<file path="config.mk">
export PLATFORM = sky130hd
export DESIGN_NAME = uart_wb_cfg_arb_flat
export DESIGN_NICKNAME = d
export VERILOG_FILES = /design/src/rtl/uart_wb_cfg_arb_if.sv /design/src/rtl/uart_wb_cfg_arb.sv /design/src/flat_wrapper.sv
export SDC_FILE = /design/constraint.sdc
export NUM_CORES = 1
export LEC_CHECK = 0
export ABC_AREA = 1
export BUFFER_PORTS_ARGS = -buffer_cell sky130_fd_sc_hd__buf_4
export CAP_MARGIN = 15
export CORE_MARGIN = 2
export CORE_UTILIZATION = 40
export CTS_CLUSTER_DIAMETER = 40
export DETAILED_ROUTE_END_ITERATION = 8
export GPL_TIMING_DRIVEN = 0
export PLACE_DENSITY = 0.78
export REMOVE_ABC_BUFFERS = 1
export SETUP_SLACK_MARGIN = 0.05
export SLEW_MARGIN = 5
export SYNTH_ARGS = -nofsm -noshare
export SYNTH_HDL_FRONTEND = slang
export SYNTH_SLANG_ARGS = --single-unit
</file>
<file path="constraint.sdc">
create_clock -name clk -period 2 [get_ports clk]
set_input_delay 0.6 -clock clk [delete_from_list [all_inputs] [get_ports clk]]
set_output_delay 0.6 -clock clk [all_outputs]
set_load 0.05 [all_outputs]
</file>
<file path="src/rtl/uart_wb_cfg_arb_if.sv">
// Bus bundle for uart_wb_cfg_arb: host port, UART register port
// and configuration request/status lines.
interface uart_wb_cfg_arb_if #(
  parameter int ADDR_WIDTH = 5
);
  logic                  h_cyc_i;
  logic                  h_stb_i;
  logic                  h_we_i;
  logic [ADDR_WIDTH-1:0] h_adr_i;
  logic [7:0]            h_dat_i;
  logic [7:0]            h_dat_o;
  logic                  h_ack_o;
  logic                  h_err_o;

  logic                  s_cyc_o;
  logic                  s_stb_o;
  logic                  s_we_o;
  logic [ADDR_WIDTH-1:0] s_adr_o;
  logic [7:0]            s_dat_o;
  logic [7:0]            s_dat_i;
  logic                  s_ack_i;

  logic                  cfg_start_i;
  logic [15:0]           cfg_divisor_i;
  logic                  cfg_busy_o;
  logic                  cfg_done_o;
  logic                  cfg_err_o;

  modport slave (
    input  h_cyc_i, h_stb_i, h_we_i, h_adr_i, h_dat_i,
    output h_dat_o, h_ack_o, h_err_o,
    output s_cyc_o, s_stb_o, s_we_o, s_adr_o, s_dat_o,
    input  s_dat_i, s_ack_i,
    input  cfg_start_i, cfg_divisor_i,
    output cfg_busy_o, cfg_done_o, cfg_err_o
  );

  modport master (
    output h_cyc_i, h_stb_i, h_we_i, h_adr_i, h_dat_i,
    input  h_dat_o, h_ack_o, h_err_o,
    input  s_cyc_o, s_stb_o, s_we_o, s_adr_o, s_dat_o,
    output s_dat_i, s_ack_i,
    output cfg_start_i, cfg_divisor_i,
    input  cfg_busy_o, cfg_done_o, cfg_err_o
  );
endinterface

</file>
<file path="src/rtl/uart_wb_cfg_arb.sv">
// Wishbone controller for the 8-bit UART register port: runs the
// LCR/DLL/DLM/FCR init sequence and shares the port with one host.
module uart_wb_cfg_arb #(
  parameter int          ADDR_WIDTH    = 5,
  parameter logic [7:0]  LCR_VAL       = 8'h03,
  parameter logic [7:0]  FCR_VAL       = 8'hC7,
  parameter logic [15:0] RESET_DIVISOR = 16'd27,
  parameter bit          AUTO_CFG      = 1'b1,
  parameter int          GAP_CYCLES    = 2,
  parameter int          TIMEOUT       = 15
) (
  input logic              clk,
  input logic              wb_rst_n_i,
  uart_wb_cfg_arb_if.slave bus
);
  localparam int TW = $clog2(TIMEOUT + 1);
  localparam int GL = (GAP_CYCLES > 0) ? GAP_CYCLES - 1 : 0;
  localparam int GW = (GL > 0) ? $clog2(GL + 1) : 1;

  typedef enum logic [1:0] {
    IDLE, HOST_XFER, CFG_XFER, GAP
  } state_t;

  state_t state, state_nx;

  logic [2:0]            step, step_d;
  logic [15:0]           div, div_d;
  logic                  busy, busy_d;
  logic                  done, done_d;
  logic                  err, err_d;
  logic                  booted;
  logic                  drop, drop_d;
  logic [TW-1:0]         tmo, tmo_d;
  logic [GW-1:0]         gcnt, gcnt_d;

  logic                  cyc, cyc_d;
  logic                  stb, stb_d;
  logic                  we, we_d;
  logic [ADDR_WIDTH-1:0] adr, adr_d;
  logic [7:0]            wdat, wdat_d;
  logic                  hack, hack_d;
  logic                  herr, herr_d;
  logic [7:0]            hdat, hdat_d;

  logic                  boot_req, start_req, cfg_req;
  logic                  host_req, xfer, tmo_hit, fin;
  logic                  gap_end, quiet;
  logic                  launch_cfg, launch_host;
  logic [ADDR_WIDTH-1:0] cfg_adr;
  logic [7:0]            cfg_dat;

  assign boot_req  = AUTO_CFG && !booted;
  assign start_req = !busy && (boot_req || bus.cfg_start_i);
  assign cfg_req   = busy || start_req;
  assign host_req  = bus.h_cyc_i && bus.h_stb_i;
  assign xfer      = (state == HOST_XFER) ||
                     (state == CFG_XFER);
  assign tmo_hit   = xfer && !bus.s_ack_i &&
                     (tmo == TW'(TIMEOUT - 1));
  assign fin       = xfer && (bus.s_ack_i || tmo_hit);
  assign gap_end   = (gcnt == GW'(GL));
  // a host that let go of cyc gets no response
  assign quiet     = drop || !bus.h_cyc_i;

  assign launch_cfg  = (state_nx == CFG_XFER) &&
                       (state != CFG_XFER);
  assign launch_host = (state_nx == HOST_XFER) &&
                       (state != HOST_XFER);

  always_comb begin
    cfg_adr = ADDR_WIDTH'(2);
    cfg_dat = FCR_VAL;
    unique case (1'b1)
      (step == 3'd0): begin
        cfg_adr = ADDR_WIDTH'(3);
        cfg_dat = LCR_VAL | 8'h80;
      end
      (step == 3'd1): begin
        cfg_adr = ADDR_WIDTH'(0);
        cfg_dat = div[7:0];
      end
      (step == 3'd2): begin
        cfg_adr = ADDR_WIDTH'(1);
        cfg_dat = div[15:8];
      end
      (step == 3'd3): begin
        cfg_adr = ADDR_WIDTH'(3);
        cfg_dat = LCR_VAL & 8'h7F;
      end
      default: ;
    endcase
  end

  always_ff @(posedge clk or negedge wb_rst_n_i) begin
    if (!wb_rst_n_i) state <= IDLE;
    else             state <= state_nx;
  end

  always_comb begin
    state_nx = state;
    unique case (state)
      IDLE: begin
        if (cfg_req)       state_nx = CFG_XFER;
        else if (host_req) state_nx = HOST_XFER;
      end
      HOST_XFER, CFG_XFER: begin
        if (fin) state_nx = GAP;
      end
      GAP: begin
        if (gap_end)
          state_nx = cfg_req ? CFG_XFER : IDLE;
      end
      default: state_nx = IDLE;
    endcase
  end

  always_comb begin
    cyc_d  = cyc;
    stb_d  = stb;
    we_d   = we;
    adr_d  = adr;
    wdat_d = wdat;
    hack_d = 1'b0;
    herr_d = 1'b0;
    hdat_d = hdat;
    step_d = step;
    div_d  = div;
    busy_d = busy;
    done_d = done;
    err_d  = err;
    drop_d = drop;
    gcnt_d = '0;
    tmo_d  = '0;

    if (start_req) begin
      busy_d = 1'b1;
      done_d = 1'b0;
      err_d  = 1'b0;
      step_d = '0;
      div_d  = boot_req ? RESET_DIVISOR
                        : bus.cfg_divisor_i;
    end

    if (xfer)
      tmo_d = (tmo == TW'(TIMEOUT)) ? tmo
                                    : tmo + 1'b1;
    if (state == GAP)
      gcnt_d = gcnt + 1'b1;
    if (state == HOST_XFER && !bus.h_cyc_i)
      drop_d = 1'b1;

    if (fin) begin
      cyc_d = 1'b0;
      stb_d = 1'b0;
      if (state == HOST_XFER && !quiet) begin
        hack_d = bus.s_ack_i;
        herr_d = !bus.s_ack_i;
        if (!bus.s_ack_i) hdat_d = 8'h00;
        else if (!we)     hdat_d = bus.s_dat_i;
      end
      if (state == CFG_XFER) begin
        if (bus.s_ack_i && step == 3'd4) begin
          busy_d = 1'b0;
          done_d = 1'b1;
          step_d = '0;
        end else if (bus.s_ack_i) begin
          step_d = step + 3'd1;
        end else begin
          busy_d = 1'b0;
          err_d  = 1'b1;
          step_d = '0;
        end
      end
    end

    if (launch_cfg) begin
      cyc_d  = 1'b1;
      stb_d  = 1'b1;
      we_d   = 1'b1;
      adr_d  = cfg_adr;
      wdat_d = cfg_dat;
    end
    if (launch_host) begin
      cyc_d  = 1'b1;
      stb_d  = 1'b1;
      we_d   = bus.h_we_i;
      adr_d  = bus.h_adr_i;
      wdat_d = bus.h_dat_i;
      drop_d = 1'b0;
    end
  end

  always_ff @(posedge clk or negedge wb_rst_n_i) begin
    if (!wb_rst_n_i) begin
      cyc    <= 1'b0;
      stb    <= 1'b0;
      we     <= 1'b0;
      adr    <= '0;
      wdat   <= '0;
      hack   <= 1'b0;
      herr   <= 1'b0;
      hdat   <= '0;
      step   <= '0;
      div    <= '0;
      busy   <= 1'b0;
      done   <= 1'b0;
      err    <= 1'b0;
      booted <= 1'b0;
      drop   <= 1'b0;
      tmo    <= '0;
      gcnt   <= '0;
    end else begin
      cyc    <= cyc_d;
      stb    <= stb_d;
      we     <= we_d;
      adr    <= adr_d;
      wdat   <= wdat_d;
      hack   <= hack_d;
      herr   <= herr_d;
      hdat   <= hdat_d;
      step   <= step_d;
      div    <= div_d;
      busy   <= busy_d;
      done   <= done_d;
      err    <= err_d;
      booted <= 1'b1;
      drop   <= drop_d;
      tmo    <= tmo_d;
      gcnt   <= gcnt_d;
    end
  end

  assign bus.s_cyc_o    = cyc;
  assign bus.s_stb_o    = stb;
  assign bus.s_we_o     = we;
  assign bus.s_adr_o    = adr;
  assign bus.s_dat_o    = wdat;
  assign bus.h_ack_o    = hack;
  assign bus.h_err_o    = herr;
  assign bus.h_dat_o    = hdat;
  assign bus.cfg_busy_o = busy;
  assign bus.cfg_done_o = done;
  assign bus.cfg_err_o  = err;
endmodule

</file>
<file path="src/flat_wrapper.sv">
// flat-port wrapper written by rule: the top's interface ports become plain ports
module uart_wb_cfg_arb_flat 
#(
  parameter int          ADDR_WIDTH    = 5,
  parameter logic [7:0]  LCR_VAL       = 8'h03,
  parameter logic [7:0]  FCR_VAL       = 8'hC7,
  parameter logic [15:0] RESET_DIVISOR = 16'd27,
  parameter bit          AUTO_CFG      = 1'b1,
  parameter int          GAP_CYCLES    = 2,
  parameter int          TIMEOUT       = 15
)
  (clk, wb_rst_n_i, bus_h_cyc_i, bus_h_stb_i, bus_h_we_i, bus_h_adr_i, bus_h_dat_i, bus_h_dat_o, bus_h_ack_o, bus_h_err_o, bus_s_cyc_o, bus_s_stb_o, bus_s_we_o, bus_s_adr_o, bus_s_dat_o, bus_s_dat_i, bus_s_ack_i, bus_cfg_start_i, bus_cfg_divisor_i, bus_cfg_busy_o, bus_cfg_done_o, bus_cfg_err_o);
  uart_wb_cfg_arb_if #(.ADDR_WIDTH(ADDR_WIDTH)) bus_i ();
  input logic clk;
  input logic wb_rst_n_i;
  input wire logic [$bits(bus_i.h_cyc_i)-1:0] bus_h_cyc_i;
  input wire logic [$bits(bus_i.h_stb_i)-1:0] bus_h_stb_i;
  input wire logic [$bits(bus_i.h_we_i)-1:0] bus_h_we_i;
  input wire logic [$bits(bus_i.h_adr_i)-1:0] bus_h_adr_i;
  input wire logic [$bits(bus_i.h_dat_i)-1:0] bus_h_dat_i;
  output wire logic [$bits(bus_i.h_dat_o)-1:0] bus_h_dat_o;
  output wire logic [$bits(bus_i.h_ack_o)-1:0] bus_h_ack_o;
  output wire logic [$bits(bus_i.h_err_o)-1:0] bus_h_err_o;
  output wire logic [$bits(bus_i.s_cyc_o)-1:0] bus_s_cyc_o;
  output wire logic [$bits(bus_i.s_stb_o)-1:0] bus_s_stb_o;
  output wire logic [$bits(bus_i.s_we_o)-1:0] bus_s_we_o;
  output wire logic [$bits(bus_i.s_adr_o)-1:0] bus_s_adr_o;
  output wire logic [$bits(bus_i.s_dat_o)-1:0] bus_s_dat_o;
  input wire logic [$bits(bus_i.s_dat_i)-1:0] bus_s_dat_i;
  input wire logic [$bits(bus_i.s_ack_i)-1:0] bus_s_ack_i;
  input wire logic [$bits(bus_i.cfg_start_i)-1:0] bus_cfg_start_i;
  input wire logic [$bits(bus_i.cfg_divisor_i)-1:0] bus_cfg_divisor_i;
  output wire logic [$bits(bus_i.cfg_busy_o)-1:0] bus_cfg_busy_o;
  output wire logic [$bits(bus_i.cfg_done_o)-1:0] bus_cfg_done_o;
  output wire logic [$bits(bus_i.cfg_err_o)-1:0] bus_cfg_err_o;
  assign bus_i.h_cyc_i = bus_h_cyc_i;
  assign bus_i.h_stb_i = bus_h_stb_i;
  assign bus_i.h_we_i = bus_h_we_i;
  assign bus_i.h_adr_i = bus_h_adr_i;
  assign bus_i.h_dat_i = bus_h_dat_i;
  assign bus_h_dat_o = bus_i.h_dat_o;
  assign bus_h_ack_o = bus_i.h_ack_o;
  assign bus_h_err_o = bus_i.h_err_o;
  assign bus_s_cyc_o = bus_i.s_cyc_o;
  assign bus_s_stb_o = bus_i.s_stb_o;
  assign bus_s_we_o = bus_i.s_we_o;
  assign bus_s_adr_o = bus_i.s_adr_o;
  assign bus_s_dat_o = bus_i.s_dat_o;
  assign bus_i.s_dat_i = bus_s_dat_i;
  assign bus_i.s_ack_i = bus_s_ack_i;
  assign bus_i.cfg_start_i = bus_cfg_start_i;
  assign bus_i.cfg_divisor_i = bus_cfg_divisor_i;
  assign bus_cfg_busy_o = bus_i.cfg_busy_o;
  assign bus_cfg_done_o = bus_i.cfg_done_o;
  assign bus_cfg_err_o = bus_i.cfg_err_o;
  uart_wb_cfg_arb #(.ADDR_WIDTH(ADDR_WIDTH), .LCR_VAL(LCR_VAL), .FCR_VAL(FCR_VAL), .RESET_DIVISOR(RESET_DIVISOR), .AUTO_CFG(AUTO_CFG), .GAP_CYCLES(GAP_CYCLES), .TIMEOUT(TIMEOUT)) u_core (.clk(clk), .wb_rst_n_i(wb_rst_n_i), .bus(bus_i));
endmodule
</file>
==> flow_metrics.py <==
metrics = {
    "run_status": {
        "outcome": "complete, no violations",
    },
    "sta": {
        "grt_setup_unrepaired": "true",
        "fin_ws_ns": 0.01884,
        "fmax_ghz": 0.5048,
        "fin_hold_ws_ns": 0.3362,
        "finalCritPeriodShare": 0.9906,
        "fin_skew_ns": 0.009409,
        "slew_violations": 0,
        "hold_violations": 0,
        "timing.slew.headroom": 0.5241,
        "period_needed_ns": 1.981,
        "setup_viol": 0,
        "tns_ns": 0,
        "tightest_slew_ns": 0.7139,
    },
    "floorplan": {
        "design.core.area_um2": 6832,
        "pin_count": 73,
        "die_x_um": 88.08,
        "start_util": 0.4139,
        "dieArea_um2": 7758,
        "dieHeight_um": 88.08,
        "rows": 30,
    },
    "power": {
        "p_leak_nw": 1.993,
        "p_sw_w": 0.003406,
        "netSwitchingFraction": 0.5021,
        "p_seq_frac": 0.270,
        "combPwrFrac": 0.636,
        "power-per-cell-area_nw_per_um2": 1761,
        "p_int_w": 0.003377,
        "power_frac_clock": 0.095,
        "ir_worst_vdd_mv": 0.5991,
    },
    "synthesis": {
        "avgSynthCellArea_um2": 8.244,
        "async_flop_share": 1.000,
        "seq_area_frac_synth": 0.4956,
        "yosys.area.top_type": "dfrtp_1",
        "syn_inst": 343,
        "yosys.area.top_type_share": 0.4956,
        "ys_top_cells_by_area": "dfrtp_1 (50%), nand3_1 (9.0%), inv_1 (8.8%)",
        "synth_cell_types": 30,
        "ys_ff_latch": 56,
        "synth.most_common_cell": "inv_1",
        "synthFlopType": "dfrtp_1",
        "synth_edf_count": 0,
        "yosys_warnings": 0,
        "ys_top_cells_by_count": "inv_1 (66), nand2_1 (59), dfrtp_1 (56)",
        "syn-cell-area_um2": 2828,
    },
    "finish": {
        "final_util": 0.5639,
        "nFillCells": 621,
        "multiInputGateArea_um2": 1265,
        "area_growth_pct": 36.24,
        "drive_above_1_share": 0.3096,
        "diodes": 0,
        "nets": 490,
        "register_area_um2": 1403,
        "stdcell_area_um2": 3852,
    },
    "clocking": {
        "clk_latency_ns": 0.31,
        "cts.sinks": 56,
        "numCtsBuffers": 5,
        "cts_tree": "done",
        "h-tree-depth": 2,
        "root_buffer": "clkbuf_8",
        "clk_pin_slew_worst_paths_ns": 0.10,
        "ctsLongestPathBuffers": 2,
    },
    "routing": {
        "vias_per_cell": 5.021,
        "via_count": 2671,
        "ant_nets": 0,
        "dr.first_iter.drc_count": 215,
        "dr.pass1.iters": 4,
        "wl_per_cell_um": 14.26,
        "routed_wl_um": 7588,
        "drc": 0,
    },
    "setup_path": {
        "timing.critical_path.to_type": "flip-flop",
        "max_stage_delay_ns": 0.41,
        "worst_r2r_path_depth": 12,
        "cp-start-kind": "flip-flop",
        "crit_slowest_cell": "dfrtp_1",
        "r2r-start": "u_core.state[1]$_DFF_PN0_",
        "reg2reg_setup_slack_ns": 0.02,
        "worstPathRequired_ns": 2.26,
        "worstPathArrival_ns": 2.24,
        "crit_chain": "inv_2, ha_4, nand2_4, inv_2, nor2_4, nand2_2, o21ai_4, buf_12, nand3_2, nand2_1, nand3_1, nand2_1",
        "reg2reg_to": "u_core.bus.s_dat_o[5]$_DFFE_PN0P_",
        "cp-startpoint": "u_core.state[1]$_DFF_PN0_",
        "critical_path_class": "flip-flop to flip-flop",
        "worstSetupEndpoint": "u_core.bus.s_dat_o[5]$_DFFE_PN0P_",
        "crit_fanout": 7,
    },
    "global_route": {
        "antenna_found_initial": 0,
        "grt_max_degree": 57,
        "grt_pass1_vias": 2544,
        "grt_util_all_layers": 0.1885,
        "grt_pass1_wl_um": 11520,
        "grt_overflow": 0,
    },
    "place": {
        "place_hpwl_um": 4644,
        "place_congestion": 0.8557,
        "port_buffers": 72,
        "dpl_cell_area_um2": 3415,
        "place_ws_ns": -0.8467,
    },
    "hold_path": {
        "min_path_type": "primary input to asynchronous set/reset pin",
    },
    "flow_run": {
        "drv_cap": 0,
    },
}
==> cells in the final DEF (no fill, tap or decap) <==
| cell | synthesis | routed |
|---|---|---|
| nor2_2 | 1 | 1 |
| nand3_4 | 1 | 2 |
| ha_2 | 0 | 1 |
| nor2_1 | 14 | 13 |
| nor3_1 | 3 | 3 |
| nand4_1 | 9 | 9 |
| o41ai_1 | 1 | 1 |
| clkinvlp_2 | 0 | 1 |
| ha_4 | 0 | 1 |
| a21oi_4 | 0 | 1 |
| ha_1 | 11 | 9 |
| a31oi_1 | 1 | 1 |
| a22o_1 | 2 | 2 |
| dfrtp_1 | 56 | 55 |
| buf_4 | 4 | 89 |
| o22ai_1 | 6 | 6 |
| nand3_1 | 51 | 46 |
| nand2_2 | 2 | 8 |
| dfrtp_2 | 0 | 1 |
| inv_2 | 1 | 4 |
| o21ai_0 | 33 | 33 |
| nor2_4 | 1 | 2 |
| o31ai_1 | 2 | 2 |
| buf_12 | 0 | 2 |
| o211ai_1 | 1 | 1 |
| o21ai_4 | 0 | 1 |
| clkbuf_1 | 6 | 2 |
| nand2_1 | 59 | 51 |
| nor4_1 | 1 | 1 |
| clkinvlp_4 | 0 | 2 |
| inv_4 | 0 | 1 |
| nand2_4 | 0 | 5 |
| inv_1 | 66 | 60 |
| a21oi_1 | 3 | 3 |
| clkbuf_8 | 0 | 6 |
| a211oi_1 | 2 | 2 |
| nand3_2 | 0 | 7 |
| conb_1 | 1 | 1 |
==> timing repair <==
action / 4_1_cts / 5_1_grt
buffers inserted: 7 / 12
endpoints found under the hold margin: 0 / 0
setup endpoints to repair: 26 / 27
cloned: 4 / 3
gates resized for setup: 18 / 15
pin swaps: 6 / 13
hold buffers: 0 / 0
==> stage by stage <==
step                      power (W)  instances
after floorplan            0.004102        330
after global placement     0.004923        498
after detailed placement   0.005028        498
after CTS                  0.006240        517
after global routing       0.007253        532
final                      0.006783        532
==> registers in the layout, summed over array words and instances, names as in the netlist <==
signal                 cells
u_core.bus.cfg_busy_o      1
u_core.bus.cfg_err_o       1
u_core.state               2
u_core.drop                1
u_core.div                16
u_core.bus.s_cyc_o         1
u_core.bus.s_adr_o         5
u_core.tmo                 4
u_core.bus.h_dat_o         8
u_core.bus.cfg_done_o      1
u_core.step                3
u_core.bus.h_ack_o         1
u_core.gap_end             1
u_core.bus.h_err_o         1
u_core.bus.s_we_o          1
u_core.bus.s_dat_o         8
u_core.booted              1
==> worst max-delay path: cells and delay by family, from the launching register on <==
kind	cells	cell delay (ns)
AOI/OAI and AO/OA	1	0.19
and+or+nand+nor	7	0.78
buffers and inverters	3	0.30
DFF	1	0.41
adders and majority gates	1	0.23
==> cells by family after synthesis <==
| family | synth area share |
|---|---|
| AO/OA/AOI/OAI | 0.1080 |
| adder cells (fa/ha/maj) | 0.04867 |
| buffers and inverters | 0.1150 |
| flip-flops | 0.4956 |
| other | 0.001326 |
| AND/OR/NAND/NOR | 0.2314 |
==> layout make-up <==
| class | instances | share of cell area |
|---|---|---|
| flip-flops and latches | 56 | 0.3641 |
| multi-input cells | 213 | 0.3284 |
| repair buffers | 91 | 0.1838 |
| well taps | 96 | 0.03118 |
| repair inverters | 1 | 0.001299 |
| clock buffers | 8 | 0.02338 |
| inverters | 67 | 0.06788 |
==> worst min path at each step <==
stage	to	slack (ns)	cells past startpoint
2_1_floorplan	u_core.booted$_DFF_PN0_	0.30	0
3_3_place_gp	u_core.bus.h_ack_o$_DFF_PN0_	0.46	1
3_5_place_dp	u_core.bus.h_ack_o$_DFF_PN0_	0.46	1
4_1_cts	u_core.bus.h_dat_o[6]$_DFFE_PN0P_	0.36	1
5_1_grt	u_core.bus.h_dat_o[6]$_DFFE_PN0P_	0.38	1
6_report	u_core.bus.h_dat_o[7]$_DFFE_PN0P_	0.34	1
==> power groups by stage <==
| stage | registers, W | clock network [W] | logic [W] |
|---|---|---|---|
| 3_3_place_gp | 0.00183 | 0 | 0.00309 |
| 6_report | 0.00183 | 0.000642 | 0.00431 |
| 5_1_grt | 0.00188 | 0.000707 | 0.00467 |
| 3_5_place_dp | 0.00184 | 0 | 0.00318 |
| 2_1_floorplan | 0.00255 | 0 | 0.00155 |
| 4_1_cts | 0.00182 | 0.000652 | 0.00377 |
==> per-layer routing <==
layer | routed length (µm) | part of all wire | track usage | vias to the layer above
met2 | 3860 | 0.51 | 0.3134 | 81
met1 | 3179 | 0.42 | 0.2440 | 1275
met5 | 0 | 0 | 0 | -
met3 | 395 | 0.052 | 0.03864 | 18
met4 | 153 | 0.020 | 0.07025 | 0
li1 | - | - | - | 1297
(Power assumes the default switching activity.)
